===== src/rtl/aes_pkg.sv =====
// rtl/aes_pkg.sv - shared types, lookups and byte/word helpers for AES key expansion
package aes_pkg;

    typedef enum logic [1:0] {
        KEY_128 = 2'd0,
        KEY_192 = 2'd1,
        KEY_256 = 2'd2,
        KEY_ILL = 2'd3
    } key_len_e;

    localparam int NK_128 = 4;
    localparam int NK_192 = 6;
    localparam int NK_256 = 8;
    localparam int NR_128 = 10;
    localparam int NR_192 = 12;
    localparam int NR_256 = 14;
    localparam int MAX_NR = 14;
    localparam int IDX_W  = $clog2(MAX_NR + 1);

    typedef logic [3:0][31:0] rk_t;

    function automatic int nk_of(input key_len_e k);
        case (k)
            KEY_128: return NK_128;
            KEY_192: return NK_192;
            KEY_256: return NK_256;
            default: return 0;
        endcase
    endfunction

    function automatic int nr_of(input key_len_e k);
        case (k)
            KEY_128: return NR_128;
            KEY_192: return NR_192;
            KEY_256: return NR_256;
            default: return 0;
        endcase
    endfunction

    function automatic logic [7:0] xtime(input logic [7:0] b);
        return {b[6:0], 1'b0} ^ (b[7] ? 8'h1b : 8'h00);
    endfunction

    function automatic logic [31:0] rot_word(input logic [31:0] w);
        return {w[23:0], w[31:24]};
    endfunction

endpackage


===== src/rtl/aes_rk_fifo.sv =====
// rtl/aes_rk_fifo.sv - round-key output FIFO carrying {round key, index, last flag}
module aes_rk_fifo
    import aes_pkg::*;
#(
    parameter int DEPTH = 2
) (
    input  logic             clk,
    input  logic             rst,
    input  logic             push,
    input  rk_t              push_data,
    input  logic [IDX_W-1:0] push_idx,
    input  logic             push_last,
    input  logic             pop,
    output logic             valid,
    output logic             full,
    output rk_t              data,
    output logic [IDX_W-1:0] idx,
    output logic             last
);
    localparam int AW = $clog2(DEPTH);

    typedef struct packed {
        rk_t              data;
        logic [IDX_W-1:0] idx;
        logic             last;
    } entry_t;

    entry_t        mem [DEPTH];
    entry_t        wr_entry;
    logic [AW-1:0] wr_ptr;
    logic [AW-1:0] rd_ptr;
    logic [AW:0]   count;
    logic          do_push;
    logic          do_pop;

    assign valid    = (count != '0);
    assign full     = (count == (AW + 1)'(DEPTH));
    assign do_pop   = pop && valid;
    // A pop in the same cycle frees the slot, so a full FIFO can still take a push.
    assign do_push  = push && (!full || do_pop);
    assign wr_entry = '{data: push_data, idx: push_idx, last: push_last};

    assign data = mem[rd_ptr].data;
    assign idx  = mem[rd_ptr].idx;
    assign last = mem[rd_ptr].last;

    always_ff @(posedge clk) begin
        if (rst) begin
            wr_ptr <= '0;
            rd_ptr <= '0;
            count  <= '0;
            for (int k = 0; k < DEPTH; k++) begin
                mem[k] <= '0;
            end
        end else begin
            if (do_push) begin
                mem[wr_ptr] <= wr_entry;
                wr_ptr      <= wr_ptr + 1'b1;
            end
            if (do_pop) begin
                rd_ptr <= rd_ptr + 1'b1;
            end
            if (do_push && !do_pop) begin
                count <= count + 1'b1;
            end else if (do_pop && !do_push) begin
                count <= count - 1'b1;
            end
        end
    end

endmodule


===== src/rtl/aes_sbox.sv =====
// rtl/aes_sbox.sv - AES forward S-box (GF(2^8) inverse + affine), built only with AES_KEY_INT_SBOX_EN
`ifdef AES_KEY_INT_SBOX_EN
module aes_sbox
    import aes_pkg::*;
(
    input  logic [7:0] a,
    output logic [7:0] y
);
    function automatic logic [7:0] gf_mul(input logic [7:0] x, input logic [7:0] z);
        logic [7:0] p;
        logic [7:0] xv;
        logic [7:0] zv;
        p  = 8'h00;
        xv = x;
        zv = z;
        for (int k = 0; k < 8; k++) begin
            if (zv[0]) p = p ^ xv;
            xv = xtime(xv);
            zv = {1'b0, zv[7:1]};
        end
        return p;
    endfunction

    logic [7:0] inv;

    // Inverse as a^254 (square-and-multiply over 0b11111110); maps 0 to 0.
    always_comb begin
        inv = 8'h01;
        for (int k = 7; k >= 0; k--) begin
            inv = gf_mul(inv, inv);
            if (k != 0) inv = gf_mul(inv, a);
        end
    end

    assign y = inv ^ {inv[6:0], inv[7]} ^ {inv[5:0], inv[7:6]}
             ^ {inv[4:0], inv[7:5]} ^ {inv[3:0], inv[7:4]} ^ 8'h63;

endmodule
`endif


===== src/rtl/aes_key_expand_mk.sv =====
// rtl/aes_key_expand_mk.sv - word-serial AES-128/192/256 key expansion; AES_KEY_INT_SBOX_EN selects internal S-boxes
module aes_key_expand_mk
    import aes_pkg::*;
#(
    parameter int MAX_NK    = 8,
    parameter int OUT_DEPTH = 2
) (
    input  logic                  clk,
    input  logic                  rst,
    input  logic                  start,
    input  logic [1:0]            key_len,
    input  logic [MAX_NK*32-1:0]  key_i,
    output logic                  busy,
    output logic                  err,
    output logic [31:0]           sub_o,
    input  logic [31:0]           sub_i,
    output logic                  rk_valid,
    input  logic                  rk_ready,
    output logic [127:0]          rk_data,
    output logic [3:0]            rk_idx,
    output logic                  rk_last
);
    localparam int IW = $clog2(MAX_NK);

    typedef enum logic [1:0] {
        S_IDLE   = 2'd0,
        S_EXPAND = 2'd1,
        S_DRAIN  = 2'd2
    } state_e;

    state_e      state;
    state_e      state_nxt;

    // Sliding window of the last Nk words: win[0] = w[i-Nk], win[nk_m1] = w[i-1].
    logic [31:0] win [MAX_NK];
    logic [IW-1:0] nk_m1;
    logic [IW-1:0] mod_cnt;
    logic        is_nk8;
    logic        key_phase;
    logic [5:0]  i_cnt;
    logic [5:0]  last_i;
    logic [7:0]  rcon;
    rk_t         pack;
    rk_t         pack_nxt;
    logic [1:0]  pack_cnt;

    key_len_e    kl;
    logic        legal;
    logic        accept;
    logic        pop;
    logic        stall;
    logic        advance;
    logic        push;

    logic [31:0] prev_w;
    logic        need_rot;
    logic        need_sub8;
    logic [31:0] sub_w;
    logic [31:0] sub_val;
    logic [31:0] t_w;
    logic [31:0] w_new;

    rk_t         fifo_data;
    logic        fifo_full;
    logic        fifo_last;

    assign kl     = key_len_e'(key_len);
    assign legal  = (kl != KEY_ILL) && (nk_of(kl) <= MAX_NK);
    assign accept = (state == S_IDLE) && start && legal;
    assign busy   = (state != S_IDLE);

    assign pop     = rk_valid && rk_ready;
    assign stall   = (pack_cnt == 2'd3) && fifo_full && !pop;
    assign advance = (state == S_EXPAND) && !stall;
    assign push    = advance && (pack_cnt == 2'd3);

    always_comb begin
        prev_w    = win[nk_m1];
        need_rot  = (state == S_EXPAND) && !key_phase && (mod_cnt == '0);
        need_sub8 = (state == S_EXPAND) && !key_phase && is_nk8 && (mod_cnt == IW'(4));
        sub_w     = '0;
        if (need_rot) begin
            sub_w = rot_word(prev_w);
        end else if (need_sub8) begin
            sub_w = prev_w;
        end
    end

`ifdef AES_KEY_INT_SBOX_EN
    for (genvar g = 0; g < 4; g++) begin : g_sbox
        aes_sbox u_sbox (
            .a (sub_w[g*8 +: 8]),
            .y (sub_val[g*8 +: 8])
        );
    end
    assign sub_o = '0;
`else
    assign sub_val = sub_i;
    assign sub_o   = sub_w;
`endif

    always_comb begin
        t_w = prev_w;
        if (need_rot) begin
            t_w = sub_val ^ {rcon, 24'h0};
        end else if (need_sub8) begin
            t_w = sub_val;
        end
        w_new    = key_phase ? win[0] : (win[0] ^ t_w);
        pack_nxt = pack;
        pack_nxt[2'd3 - pack_cnt] = w_new;
    end

    always_comb begin
        state_nxt = state;
        case (state)
            S_IDLE:   if (accept) state_nxt = S_EXPAND;
            S_EXPAND: if (advance && (i_cnt == last_i)) state_nxt = S_DRAIN;
            S_DRAIN:  if (pop && fifo_last) state_nxt = S_IDLE;
            default:  state_nxt = S_IDLE;
        endcase
    end

    always_ff @(posedge clk) begin
        if (rst) begin
            state <= S_IDLE;
            err   <= 1'b0;
        end else begin
            state <= state_nxt;
            err   <= (state == S_IDLE) && start && !legal;
        end
    end

    always_ff @(posedge clk) begin
        if (rst) begin
            for (int k = 0; k < MAX_NK; k++) begin
                win[k] <= '0;
            end
            nk_m1     <= '0;
            mod_cnt   <= '0;
            is_nk8    <= 1'b0;
            key_phase <= 1'b0;
            i_cnt     <= '0;
            last_i    <= '0;
            rcon      <= '0;
            pack      <= '0;
            pack_cnt  <= '0;
        end else if (accept) begin
            for (int k = 0; k < MAX_NK; k++) begin
                win[k] <= key_i[(MAX_NK-1-k)*32 +: 32];
            end
            nk_m1     <= IW'(nk_of(kl) - 1);
            mod_cnt   <= '0;
            is_nk8    <= (nk_of(kl) == 8);
            key_phase <= 1'b1;
            i_cnt     <= '0;
            last_i    <= 6'(4 * (nr_of(kl) + 1) - 1);
            rcon      <= 8'h01;
            pack      <= '0;
            pack_cnt  <= '0;
        end else if (advance) begin
            // Rotating the window during the key phase leaves it holding w[0..Nk-1] in order.
            for (int k = 0; k < MAX_NK - 1; k++) begin
                win[k] <= (k == int'(nk_m1)) ? w_new : win[k+1];
            end
            win[MAX_NK-1] <= w_new;
            if (mod_cnt == nk_m1) begin
                mod_cnt   <= '0;
                key_phase <= 1'b0;
            end else begin
                mod_cnt <= mod_cnt + 1'b1;
            end
            if (need_rot) begin
                rcon <= xtime(rcon);
            end
            i_cnt    <= i_cnt + 1'b1;
            pack     <= pack_nxt;
            pack_cnt <= pack_cnt + 1'b1;
        end
    end

    aes_rk_fifo #(
        .DEPTH (OUT_DEPTH)
    ) u_fifo (
        .clk       (clk),
        .rst       (rst),
        .push      (push),
        .push_data (pack_nxt),
        .push_idx  (i_cnt[5:2]),
        .push_last (i_cnt == last_i),
        .pop       (pop),
        .valid     (rk_valid),
        .full      (fifo_full),
        .data      (fifo_data),
        .idx       (rk_idx),
        .last      (fifo_last)
    );

    assign rk_data = fifo_data;
    assign rk_last = fifo_last;

endmodule

===== config.mk =====
export PLATFORM = sky130hd
export DESIGN_NAME = aes_key_expand_mk
export DESIGN_NICKNAME = d
export VERILOG_FILES = /design/src/rtl/aes_pkg.sv /design/src/rtl/aes_rk_fifo.sv /design/src/rtl/aes_sbox.sv /design/src/rtl/aes_key_expand_mk.sv
export SDC_FILE = /design/constraint.sdc
export NUM_CORES = 1
export LEC_CHECK = 0
export ABC_CLOCK_PERIOD_IN_PS = 10550
export BUFFER_PORTS_ARGS = -buffer_cell sky130_fd_sc_hd__buf_4
export CORE_MARGIN = 4
export CORE_UTILIZATION = 50
export DETAILED_ROUTE_END_ITERATION = 10
export PLACE_DENSITY = 0.75
export RECOVER_POWER = 25
export SYNTH_ARGS = -nofsm -noshare
export SYNTH_HDL_FRONTEND = slang
export SYNTH_SLANG_ARGS = --single-unit

===== constraint.sdc =====
create_clock -name clk -period 10.55 [get_ports clk]
set_clock_uncertainty 0.05 [all_clocks]
set_input_delay 1.055 -clock clk [delete_from_list [all_inputs] [get_ports clk]]
set_output_delay 1.055 -clock clk [all_outputs]
set_load 0.02 [all_outputs]

==> results.toml, run 1 <==
[sta]
final_max_slew_viol_count = 491
post-route-period-util_pct = 71.8
fin_crit_ns = 7.58
hold_viol = 0
rsz0062_at_grt = "false"
max_freq_ghz = 0.132
relSlewSlack_pct = -193
setup_viol = 0
worst_slack_ns = 2.97
final.setup.tns_ns = 0
worst_slew_pin_slew_ns = 4.40

[route]
ant_nets = 0
drt_wl_total_um = 111000
highest_layer = "met5"
routed-wl-met2_um = 50800
drtPass1Iterations = 6
vias_per_cell = 6.83
wl_per_cell_um = 30.0
first_iter_violations = 3381
wl_met3_um = 13500
drc = 0
num_vias = 25200
wl_met1_um = 39500

[setup_path]
r2r_cells = 7
worst-path-max-fanout = 64
worstPathArrival_ns = 7.64
crit_start = "rst"
required_ns = 10.61
crit_type = "input pin to flop"
crit_path_end_kind = "flop"
cp-start-kind = "input pin"

[cts]
cts_num_sinks = 656
cts-root-buf = "clkbuf_16"
post_cts_buffers = 0
ctsHoldBuffers = 0
clock_path_buffers = 3
ctsResizeCount = 0
htreeDepth = 3
cts_tree = "built"
clk_latency_ns = 0.62
cts-buffers-inserted = 69
clk_pin_slew_ns = 0.06

[synth]
yosysSeqAreaShare_pct = 58.5
synth.largest_area_cell = "edfxtp_1"
yosysMostFrequentCell = "edfxtp_1"
yosys-top-cells-area = "edfxtp_1 (50%), dfxtp_1 (8.5%), a211oi_1 (5.4%), mux2_2 (4.8%), a22oi_1 (4.6%)"
synth_edf_count = 522
synthFlopType = "edfxtp_1"
syn_area_per_cell_um2 = 12.5
synth_seq_cells = 656
netlist_area_um2 = 31400
synth_cell_types = 50
synth_top_cells_by_count = "edfxtp_1 (522), a211oi_1 (227), clkbuf_1 (227), o21ai_0 (203), a22oi_1 (192)"
postSynth.asyncResetShare_pct = 0
synth_nets = 2820
yosys_warnings = 0
syn_inst = 2512
yosysTopAreaCellShare_pct = 49.9

[grt]
gr-usage-all-layers_pct = 31.9
grt_max_degree = 99
grt_pass1_vias = 24700
grt_pass1_wl_um = 161000
antenna_found_initial = 6
overflow = 0

[pwr]
design_power_total_mw = 7.27
peakVddDrop_mv = 0.151
power_density_nw_per_um2 = 194
power.leakage_nw = 13.2

[die]
die_y_um = 259
fp.dieW_um = 259
start_util_pct = 50.7
die-area_um2 = 66900
core_um2 = 61900
num_rows = 91
ios = 462

[cells_and_area]
area_growth_pct = 19.3
layout.nets = 3093
drive_gt1_share_pct = 28.5

[placed_design]
dp_slack_ns = 5.44
dp_hpwl_um = 71200
io_buffers = 461
finalWeightedCongestion = 1.04

[hold_path]
hold_path_class = "flop to flop"
min-delay-start = "pack[76]"
hold_depth = 1

[outcome]
violations = "capacitance limit, slew limit"
status = "finished with violations"

[flow_run]
cap_violations = 10
==> flip-flops by register name, indices dropped and copies added (netlist names), named ones only <==
name / count
i_cnt: 6
rcon: 8
key_phase: 1
mod_cnt: 3
is_nk8: 1
u_fifo.wr_ptr: 1
err: 1
u_fifo.count: 2
u_fifo.rd_ptr: 1
state: 2
win: 256
last_i: 3
u_fifo.mem: 266
nk_m1: 3
pack: 96
pack_cnt: 2
==> placed cells by master, fill, tap and decap left out, types with 5 or more instances in the layout <==
| master | instances |
|---|---|
| clkbuf_1 | 43 |
| o221ai_1 | 32 |
| mux4_2 | 64 |
| mux2_1 | 31 |
| buf_4 | 486 |
| dfxtp_1 | 132 |
| nand4_1 | 34 |
| xnor2_2 | 19 |
| edfxtp_1 | 522 |
| mux2_2 | 102 |
| a22oi_1 | 192 |
| clkinv_2 | 10 |
| nor2_1 | 158 |
| clkinv_1 | 7 |
| a211oi_1 | 227 |
| a221oi_2 | 6 |
| nor3_1 | 5 |
| xor2_1 | 13 |
| inv_1 | 12 |
| o31ai_1 | 32 |
| nand2_2 | 7 |
| clkbuf_8 | 8 |
| and3_1 | 7 |
| diode_2 | 8 |
| a21oi_1 | 93 |
| xnor2_1 | 25 |
| o2bb2ai_1 | 96 |
| o21ai_0 | 201 |
| ha_1 | 10 |
| mux2i_1 | 37 |
| nand2_1 | 51 |
| clkbuf_16 | 74 |
| o22ai_1 | 33 |
==> path summary, 6_finish.rpt <==
path	to	slack (ns)
max	win[6][15]	2.97
min	pack[76]	0.41
max reg2reg	u_fifo.mem[1][59]	3.72
min reg2reg	pack[76]	0.41
==> worst max-delay path, stage by stage <==
cell and delay, ns:
clkbuf_1 2.07, or2_0 0.86, nor2_1 0.34, clkinv_1 0.11, clkbuf_1 3.04
==> power breakdown <==
| part | total [mW] | internal [mW] | leakage (nW) | switching (mW) |
|---|---|---|---|---|
| logic | 1.63 | 0.495 | 5.52 | 1.13 |
| clock network | 2.42 | 1.39 | 1.09 | 1.03 |
| registers | 3.22 | 3.06 | 6.61 | 0.164 |
| total | 7.27 | 4.95 | 13.2 | 2.33 |
==> layout make-up <==
class                      instances  area, µm²
tap                              837       1050
timing repair buffer             509       3730
clock inverter                    22        183
fill                            4907      24500
inverter                          15       58.8
multi-input combinational       1534      12000
sequential                       656      18400
antenna                            8       20.0
clock buffer                     102       2040
==> logic make-up after synthesis <==
logic type | count (synthesis) | synth area share (%)
AOI/OAI and AO/OA | 928 | 20.4
buffers and inverters | 322 | 4.17
adders and majority gates | 14 | 0.558
and+or+nand+nor | 301 | 4.29
muxes | 234 | 10.5
DFF | 656 | 58.5
xor gates and xnor gates | 57 | 1.59
==> layer usage <==
layer	vias to the layer above	track usage [%]
li1	10500	-
met1	12400	41.1
met2	1927	49.6
met3	340	8.34
met4	2	17.6
met5	-	0
==> through the flow <==
stage                     std cells  cell area [µm²]  util [%]  hold WS [ns]
after global routing           3678            37400      60.4         0.427
after CTS                      3675            37500      60.6         0.416
after global placement         3551            35300      57.0         0.394
after detailed placement       3551            35300      57.0         0.397
after floorplan                2512            31400         -         0.383
final                          3683            37500      60.5         0.413
Note: power is estimated with default switching activity, not from simulation.
==> run 2: changes to the inputs <==
- ABC_CLOCK_PERIOD_IN_PS: 10550 -> 7700
- PLACE_DENSITY: 0.75 -> 0.72
- clock period: 10.55 -> 7.7 ns (I/O delays scaled with it)
==> results.toml, run 2 (synthesis gave the netlist of run 1 again) <==
[outcome]
status = "finished with violations"
violations = "capacitance limit, slew limit"

[sta]
max_freq_ghz = 0.165
worst_slew_pin_slew_ns = 3.95
hold_ws_ns = 0.414
relSlewSlack_pct = -164
setup_viol = 0
post-route-period-util_pct = 78.8
fin_crit_ns = 6.07
rsz0062_at_grt = "false"
final.setup.tns_ns = 0
final_max_slew_viol_count = 337
hold_viol = 0

[cells_and_area]
area_growth_pct = 19.0
regMostFlops = "u_fifo.mem"
mostFrequentLayoutCell = "edfxtp_1"
largest_reg_flops = 266
drive_gt1_share_pct = 28.3
fin_util_pct = 60.3
seq_area_um2 = 18400
fillers = 4889
multiInputGateArea_um2 = 12000
reg.largest.list = "u_fifo.mem x266, win x256, pack x96"
layout.nets = 3093
mostFrequentLayoutCells = "edfxtp_1 (522), buf_4 (472), a211oi_1 (227)"

[hold_path]
hold_depth = 1
min-delay-start = "pack[77]"
hold_end = "pack[77]"
hold_path_class = "flop to flop"

[cts]
ctsHoldBuffers = 0
cts_tree = "built"
clk_latency_ns = 0.61
cts-buffers-inserted = 68
cts_num_sinks = 656
clk_pin_slew_ns = 0.06
htreeDepth = 3
ctsResizeCount = 0
cts-root-buf = "clkbuf_16"
post_cts_buffers = 0
clock_path_buffers = 3

[setup_path]
worstReg2RegStart = "mod_cnt[0]"
cpPeakStageDelay_ns = 3.00
r2r_end = "win[7][25]"
crit_chain = "buf_4 -> mux2_2 -> buf_4"
worstPathBufferInverterCount = 2
required_ns = 6.88
cp_top_family = "flip-flops"
worst-path-max-fanout = 82
crit_type = "flop to output port"
crit_top_cell = "buf_4"
rrSetupSlack_ns = 2.51
cp_slowest_cell = "dfxtp_1"
r2r_cells = 10
crit_path_end_kind = "output port"
cp-start-kind = "flop"
worstPathArrival_ns = 5.25

[die]
core_um2 = 61900
die_y_um = 259
ios = 462
fp.dieW_um = 259
num_rows = 91
die-area_um2 = 66900
start_util_pct = 50.7

[grt]
overflow = 0
grt_pass1_vias = 24500
grt_max_degree = 103
grt_pass1_wl_um = 159000
antenna_found_initial = 7
gr-usage-all-layers_pct = 31.4

[route]
drt_wl_total_um = 110000
ant_nets = 0
drc = 0
drtPass1Iterations = 6
vias_per_cell = 6.84
num_vias = 25200
wl_per_cell_um = 29.8
first_iter_violations = 3494

[flow_run]
cap_violations = 6

[placed_design]
dp_hpwl_um = 71300
io_buffers = 461
finalWeightedCongestion = 0.949

[pwr]
power_density_nw_per_um2 = 263
design_power_total_mw = 9.84
power.leakage_nw = 13.2
peakVddDrop_mv = 0.161
[run 2: final cells by class]
type / count / area share, %
multi-input combinational: 1534 / 32.2
sequential: 656 / 49.1
clock inverter: 22 / 0.583
tap: 837 / 2.80
clock buffer: 102 / 5.25
antenna: 4 / 0.0268
timing repair buffer: 510 / 9.87
inverter: 15 / 0.164
[run 2: worst register-to-register path: stages, from the launching register on]
cell,delay (ns)
dfxtp_1,0.44
inv_1,0.08
ha_1,0.22
nand4bb_2,0.09
buf_4,0.42
or2_0,0.75
clkbuf_1,1.05
a221oi_1,0.38
xnor2_1,0.88
buf_4,0.32
a211oi_1,0.10
[run 2: how the worst max path moves through the flow]
stage | from | end | slack, ns | cells past startpoint
global route | flop | rk_data[67] | 1.35 | 3
global placement | flop | win[6][1] | 3.23 | 6
floorplan | rk_ready | u_fifo.mem[0][0] | 0.15 | 3
detailed placement | flop | win[3][1] | 3.13 | 6
CTS | flop | sub_o[25] | 2.72 | 5
finish | flop | rk_data[101] | 1.63 | 3
[run 2: per-layer routing]
| layer | up-vias | global-route usage (%) | share of wire [%] |
|---|---|---|---|
| met3 | 344 | 7.28 | 12 |
| met4 | 2 | 15.7 | 5.5 |
| met1 | 12300 | 41.9 | 37 |
| met2 | 1963 | 48.7 | 46 |
| li1 | 10500 | - | - |
| met5 | - | 0 | 0.012 |
[run 2: through the flow]
| stage | worst slack [ns] | cell area (µm²) | std cells |
|---|---|---|---|
| finish | 1.63 | 37400 | 3680 |
| global route | 1.35 | 37400 | 3677 |
| CTS | 2.72 | 37500 | 3676 |
| detailed placement | 3.13 | 35300 | 3552 |
| global placement | 3.23 | 35300 | 3552 |
| floorplan | 0.148 | 31400 | 2512 |
[run 2: report_power, final]
| group | internal [mW] | switching [mW] |
|---|---|---|
| combinational | 0.669 | 1.50 |
| clock | 1.87 | 1.40 |
| sequential | 4.19 | 0.216 |
